--- src/rtl/seq_ctrl_pkg.sv ---
// Shared types and default widths for the serial pattern-detector run controller.
// Contents: state_t (IDLE, ARM, RUN, DONE) and default PAT_W / CNT_W / TMO_W.
// No logic lives here; it only fixes the encodings that the controller files share.
package seq_ctrl_pkg;

  localparam int DEF_PAT_W = 4;
  localparam int DEF_CNT_W = 8;
  localparam int DEF_TMO_W = 16;

  typedef enum logic [1:0] {
    IDLE = 2'd0,
    ARM  = 2'd1,
    RUN  = 2'd2,
    DONE = 2'd3
  } state_t;

endpackage

--- src/rtl/seq_pat_shift.sv ---
// History shift register, fill counter and pattern compare for one detector.
// Latency: hit is combinational in the sampling cycle; the history updates on the next edge.
// Backpressure: none; a bit is taken on every cycle that shift is high.
// Ports: clk, rst_n (async, active-low); clr empties history and fill; shift takes bit_in
//   into the LSB; pattern is compared against the updated history (MSB = oldest bit);
//   clr_fill drops the fill count back to 0 when a hit occurs; hit flags a full-window match.
module seq_pat_shift
  import seq_ctrl_pkg::*;
#(
  parameter int PAT_W = DEF_PAT_W
) (
  input  logic             clk,
  input  logic             rst_n,
  input  logic             clr,
  input  logic             shift,
  input  logic             bit_in,
  input  logic [PAT_W-1:0] pattern,
  input  logic             clr_fill,
  output logic             hit
);

  localparam int FILL_W = $clog2(PAT_W + 1);
  localparam logic [FILL_W-1:0] FULL = FILL_W'(PAT_W);

  logic [PAT_W-1:0]  hist;
  logic [PAT_W-1:0]  hist_nxt;
  logic [FILL_W-1:0] fill;
  logic              full_nxt;

  // Casting the concatenation drops the oldest bit, so this also holds for PAT_W = 1.
  assign hist_nxt = PAT_W'({hist, bit_in});
  // The window is full once the incoming bit brings fill to PAT_W.
  assign full_nxt = (fill >= FILL_W'(PAT_W - 1));
  assign hit      = shift && full_nxt && (hist_nxt == pattern);

  always_ff @(posedge clk or negedge rst_n) begin
    if (!rst_n) begin
      hist <= '0;
      fill <= '0;
    end else if (clr) begin
      hist <= '0;
      fill <= '0;
    end else if (shift) begin
      hist <= hist_nxt;
      // Dropping fill is enough for non-overlap: the next hit needs PAT_W fresh bits.
      if (hit && clr_fill) begin
        fill <= '0;
      end else if (fill != FULL) begin
        fill <= fill + FILL_W'(1);
      end
    end
  end

endmodule

--- src/rtl/seq_detect_ctrl.sv ---
// Run controller: arms on start, scans the gated serial stream for a latched pattern,
// counts matches and ends on a match target, a RUN-cycle timeout or an abort.
// Latency: match_pulse / match_cnt follow the sampling cycle by one clock; done coincides
//   with the final match_pulse or follows the last timeout cycle.
// Backpressure: none; in is consumed on every in_valid cycle while in RUN.
// Ports: cfg_* are latched on an accepted start; start/abort are control strobes;
//   in/in_valid form the serial input; busy, match_pulse, match_cnt, done and timeout
//   report status.
// Optional: define SEQ_CTRL_FIRST_POS_EN to add first_pos, the number of valid bits
//   taken since ARM up to and including the bit that completed the first match of a run.
module seq_detect_ctrl
  import seq_ctrl_pkg::*;
#(
  parameter int PAT_W = DEF_PAT_W,
  parameter int CNT_W = DEF_CNT_W,
  parameter int TMO_W = DEF_TMO_W
) (
  input  logic             clk,
  input  logic             rst_n,
  input  logic [PAT_W-1:0] cfg_pattern,
  input  logic             cfg_overlap,
  input  logic [CNT_W-1:0] cfg_target,
  input  logic [TMO_W-1:0] cfg_timeout,
  input  logic             start,
  input  logic             abort,
  input  logic             in,
  input  logic             in_valid,
  output logic             busy,
  output logic             match_pulse,
  output logic [CNT_W-1:0] match_cnt,
  output logic             done,
  output logic             timeout
`ifdef SEQ_CTRL_FIRST_POS_EN
  ,
  output logic [TMO_W-1:0] first_pos
`endif
);

  state_t           state;
  state_t           state_nxt;

  logic [PAT_W-1:0] pat_q;
  logic             ovl_q;
  logic [CNT_W-1:0] tgt_q;
  logic [TMO_W-1:0] tmo_q;
  logic [TMO_W-1:0] cyc_cnt;

  logic             in_run;
  logic             take_start;
  logic             hit;
  logic             hit_run;
  logic             tgt_exit;
  logic             tmo_exit;
  logic [CNT_W-1:0] cnt_inc;

  assign in_run     = (state == RUN);
  assign take_start = (state == IDLE) && start && !abort;
  // An abort in the same cycle swallows the match so match_cnt stays held.
  assign hit_run    = hit && !abort;
  assign cnt_inc    = (&match_cnt) ? match_cnt : (match_cnt + CNT_W'(1));
  assign tgt_exit   = hit_run && (tgt_q != '0) && (cnt_inc == tgt_q);
  assign tmo_exit   = in_run && !abort && (tmo_q != '0) && (cyc_cnt == (tmo_q - TMO_W'(1)));

  seq_pat_shift #(
    .PAT_W(PAT_W)
  ) u_shift (
    .clk     (clk),
    .rst_n   (rst_n),
    .clr     (state == ARM),
    .shift   (in_run && in_valid),
    .bit_in  (in),
    .pattern (pat_q),
    .clr_fill(!ovl_q),
    .hit     (hit)
  );

  always_ff @(posedge clk or negedge rst_n) begin
    if (!rst_n) begin
      state <= IDLE;
    end else begin
      state <= state_nxt;
    end
  end

  always_comb begin
    state_nxt = state;
    busy      = 1'b0;
    done      = 1'b0;
    case (state)
      IDLE: begin
        if (start) state_nxt = ARM;
      end
      ARM: begin
        busy      = 1'b1;
        state_nxt = RUN;
      end
      RUN: begin
        busy = 1'b1;
        if (tgt_exit || tmo_exit) state_nxt = DONE;
      end
      DONE: begin
        done      = 1'b1;
        state_nxt = IDLE;
      end
      default: state_nxt = IDLE;
    endcase
    if (abort) state_nxt = IDLE;
  end

  always_ff @(posedge clk or negedge rst_n) begin
    if (!rst_n) begin
      pat_q       <= '0;
      ovl_q       <= 1'b0;
      tgt_q       <= '0;
      tmo_q       <= '0;
      cyc_cnt     <= '0;
      match_pulse <= 1'b0;
      match_cnt   <= '0;
      timeout     <= 1'b0;
    end else begin
      if (take_start) begin
        pat_q     <= cfg_pattern;
        ovl_q     <= cfg_overlap;
        tgt_q     <= cfg_target;
        tmo_q     <= cfg_timeout;
        match_cnt <= '0;
        timeout   <= 1'b0;
      end
      if (state == ARM) begin
        cyc_cnt <= '0;
      end else if (in_run) begin
        cyc_cnt <= cyc_cnt + TMO_W'(1);
      end
      match_pulse <= hit_run;
      if (hit_run) begin
        match_cnt <= cnt_inc;
      end
      // A target hit on the last timeout cycle ends the run as a normal completion.
      if (tmo_exit && !tgt_exit) begin
        timeout <= 1'b1;
      end
    end
  end

`ifdef SEQ_CTRL_FIRST_POS_EN
  logic [TMO_W-1:0] vld_cnt;

  always_ff @(posedge clk or negedge rst_n) begin
    if (!rst_n) begin
      vld_cnt   <= '0;
      first_pos <= '0;
    end else begin
      if (state == ARM) begin
        vld_cnt <= '0;
      end else if (in_run && in_valid && (vld_cnt != '1)) begin
        vld_cnt <= vld_cnt + TMO_W'(1);
      end
      if (take_start) begin
        first_pos <= '0;
      end else if (hit_run && (match_cnt == '0)) begin
        // match_cnt is zero only before the first match of the run.
        first_pos <= vld_cnt + TMO_W'(1);
      end
    end
  end
`endif

endmodule

--- config.mk ---
export PLATFORM = sky130hd
export DESIGN_NAME = seq_detect_ctrl
export DESIGN_NICKNAME = d
export VERILOG_FILES = /design/src/rtl/seq_ctrl_pkg.sv /design/src/rtl/seq_pat_shift.sv /design/src/rtl/seq_detect_ctrl.sv
export SDC_FILE = /design/constraint.sdc
export NUM_CORES = 1
export LEC_CHECK = 0
export ABC_AREA = 1
export CAP_MARGIN = 20
export CORE_AREA = 2 2 92 94
export CTS_BUF_LIST = sky130_fd_sc_hd__clkbuf_16
export DETAILED_ROUTE_END_ITERATION = 8
export DIE_AREA = 0 0 94 96
export PLACE_DENSITY = 0.85
export SYNTH_ARGS = -nofsm -noshare
export SYNTH_HDL_FRONTEND = slang
export SYNTH_HIERARCHICAL = 1
export SYNTH_SLANG_ARGS = --single-unit
--- constraint.sdc ---
create_clock -name clk -period 2 [get_ports clk]
set_clock_uncertainty 0.1 [all_clocks]
set_input_delay 0.2 -clock clk [delete_from_list [all_inputs] [get_ports clk]]
set_output_delay 0.2 -clock clk [all_outputs]
set_load 0.03 [all_outputs]
==> summary.md <==
| Metric | Value |
|---|---|
| Synth Instances | 537 |
| Sequential-to-total area share from yosys stat | 39.5% |
| Die W | 94 microns |
| Yosys warnings | 6 |
| Setup TNS | -0.641 ns |
| Crit path max fanout | 3 |
| Startpoint types | register |
| FF+latch area | 0.00158 sq mm |
| Vias per cell | 5.37 |
| Die height | 96 microns |
| CP required | 2.12 ns |
| Synth Flop Type | dfrtp_1 |
| N_diodes | 0 |
| Post-route DRC | 0 |
| CP Data Arrival Time | 2.32 ns |
| Worst setup EP type | register |
| EDFF count, synth | 0 |
| Iter 0 DRT Violations | 356 |
| Port Buffer Count | 46 |
| Die Area | 0.00902 sq mm |
| CTS buffer count | 9 |
| Hold/Removal Path Class | in2async |
| #FFs+latches synth | 63 |
| GR Overflow Total | 0 |
| RSZ-0062 raised after global routing | yes |
| CTS tree | built |
| First-pass DRT Iterations | 6 |
| Clk sink count | 63 |
| First-pass GRT wire length | 16700 microns |
| Pin count of the biggest net entering global routing | 64 |
| Max clock buf depth | 2 |
| CP Class | reg2reg |
| Pre-CTS WS | -0.113 ns |
| Tightest Pin Transition | 0.367 ns |
| Initial core utilization | 49.5% |
| GPL Wtd Cong | 0.890 |
| Max Freq | 454 MHz |
| # setup viols final | 6 |
| Nets@finish | 672 |
| Layout cell share with drive strength beyond 1 | 19.7% |
| Filler cells | 639 |
| Worst Slack Setup Final | -0.203 ns |
| Mapped cell area | 0.00399 sq mm |
| CTS H-tree lvls | 3 |
| Core area | 0.00805 sq mm |
| Worst-path clk slew | 0.06 ns |
| Number of global-route vias before repair | 3691 |
| Final Cycle Share | 110% |
| Post-route ant nets | 0 |
| Outcome | finished with violations |
| Synth-to-layout area growth | 32.1% |
| WHS | 0.295 ns |
| Slew HR | 75.5% |
| Detailed Route WL | 10700 microns |
| Leakage | 0.00258 uW |
| Post-DP HPWL | 7250 microns |
| Largest family of logic cells by synthesized area | simple AND/OR/NAND/NOR gates |
| Post-synthesis simple-gate area fraction | 33.9% |
| Asr flop ratio synth | 100% |
| Net Count, Synth | 583 |
| CTS root buf | clkbuf_16 |
| DR vias | 3946 |
| Final-report hold violation count | 0 |
| Wirelength per Cell | 14.6 microns |
| Cell variety after synth | 36 |
| Max-Cap Viols | 0 |
| Max IR drop VDD | 0.000713 V |
| Pins Over Slew Limit | 0 |
| Initial antenna violation count | 0 |
| Row Count | 33 |
| Total GRT Usage | 24.0% |
| # IOs | 47 |
| Failing checks | negative setup slack |
| Avg Inst Size Synth | 7.42 sq um |
| Post-Synth XOR/XNOR Area | 3.52% |
| Post-synthesis mux area share | 3.08% |
| Pwr Density | 1150 mW/mm^2 |
| Worst skew pair latency | 0.33 ns |
| Area of the multi-input gates | 0.00221 sq mm |
| Synth Area in Compound Gates | 8.41% |
| Post-synthesis adder-cell area fraction | 3.45% |
| Crit path time final | 2.20 ns |
==> cell families after synthesis <==
logic type,after synthesis
compound gates,61
xor+xnor,16
fa+ha+maj,11
buf+inv,86
flops,63
mux,11
simple gates,289
==> final timing paths <==
kind / cells past startpoint / to / slack, ns / startpoint
min: 3 / cyc_cnt[12]$_DFFE_PN0P_ / 0.29 / rst_n
min reg2reg: 1 / cyc_cnt[5]$_DFFE_PN0P_ / 0.41 / cyc_cnt[5]$_DFFE_PN0P_
max reg2reg: 17 / state[1]$_DFFE_PN0P_ / -0.20 / state[0]$_DFFE_PN0P_
max in group asynchronous: 3 / tmo_q[11]$_DFFE_PN0P_ / 1.19 / rst_n
max: 17 / state[1]$_DFFE_PN0P_ / -0.20 / state[0]$_DFFE_PN0P_
min in group clk: 3 / tmo_q[1]$_DFFE_PN0P_ / 0.34 / cfg_timeout[1]
==> registers in the layout, indices dropped and copies added (netlist names) <==
name	cells
cyc_cnt	16
match_cnt	8
match_pulse	1
ovl_q	1
pat_q	4
state	2
tgt_q	8
timeout	1
tmo_q	16
u_shift/fill	3
u_shift/hist	3
==> cell usage after synthesis, drive strengths merged (4+ instances only) <==
cell / number / area [sq um]
mux2: 10 / 113
nand3b: 5 / 37.5
xnor2: 9 / 78.8
inv: 81 / 304
nor3: 11 / 65.1
ha: 11 / 138
nand4: 7 / 43.8
nand3: 41 / 245
nand2: 143 / 574
a21oi: 33 / 180
dfrtp: 63 / 1580
nor2: 78 / 358
clkbuf: 4 / 15.0
o21ai: 18 / 90.1
o22ai: 7 / 43.8
xor2: 7 / 61.3
==> metal layers <==
metal	vias up	GRT usage, %	wire [microns]	part of all wire [%]
met2	157	39.9	5380	50
met3	37	6.26	652	6.1
met5	-	0	0	0
met4	0	10.1	351	3.3
li1	1894	-	-	-
met1	1858	29.6	4360	41
==> cells in the final DEF, fill, tap and decap left out, drive strengths merged, types with 3 or more instances in the layout <==
| cell type | synthesis | final |
|---|---|---|
| nand2 | 143 | 143 |
| inv | 81 | 82 |
| nor2 | 78 | 78 |
| dfrtp | 63 | 63 |
| clkdlybuf4s50 | 0 | 44 |
| nand3 | 41 | 41 |
| buf | 1 | 38 |
| a21oi | 33 | 33 |
| o21ai | 18 | 18 |
| nor3 | 11 | 11 |
| ha | 11 | 11 |
| mux2 | 10 | 10 |
| xnor2 | 9 | 9 |
| clkbuf | 4 | 9 |
| xor2 | 7 | 7 |
| nand4 | 7 | 7 |
| o22ai | 7 | 7 |
| nand3b | 5 | 5 |
| clkinv | 0 | 3 |
==> layout make-up <==
| type | count | share of cell area [%] |
|---|---|---|
| Tap cell | 105 | 2.49 |
| Timing Repair Buffer | 83 | 14.5 |
| Sequential cell | 63 | 30.0 |
| Multi-Input combinational cell | 388 | 42.0 |
| Clock inverter | 6 | 1.02 |
| Inverter | 81 | 5.77 |
| Clock buffer | 9 | 4.28 |
==> stage by stage <==
stage                     cells  instance area (sq um)  power [uW]  util (%)
after floorplan             537                   3990        3510         -
after global placement      714                   4820        4190      59.8
after detailed placement    714                   4820        4300      59.8
after CTS                   733                   5160        5880      64.1
after global routing        735                   5270        6430      65.4
final                       735                   5270        6030      65.4
==> critical path, stage by stage, from the launching register on <==
cell and delay, ns:
dfrtp_1 0.40, inv_2 0.09, ha_4 0.13, nand2_2 0.04, inv_2 0.05, inv_2 0.03
a21oi_2 0.12, nand2_2 0.10, nor4_4 0.22, nand2_1 0.12, nor2_1 0.14, nand2_1 0.08
nor2_2 0.09, nand3_2 0.08, nand3_2 0.11, nand2_2 0.06, nand2_1 0.07, nand2_1 0.06
==> timing repair <==
action,4_1_cts,5_1_grt
pin swaps,2,11
gates resized for setup,6,28
hold buffers,1,0
hold endpoints to repair,63,0
setup endpoints to repair,13,21
buffers inserted,3,4
==> power by group <==
part,leakage [uW],internal (uW),total [uW],switching [uW]
combinational,0.00165,1050,2450,1400
sequential,0.000785,1660,2090,428
clock,0.000138,940,1490,550
total,0.00258,3650,6030,2380
(Power assumes the default switching activity.)
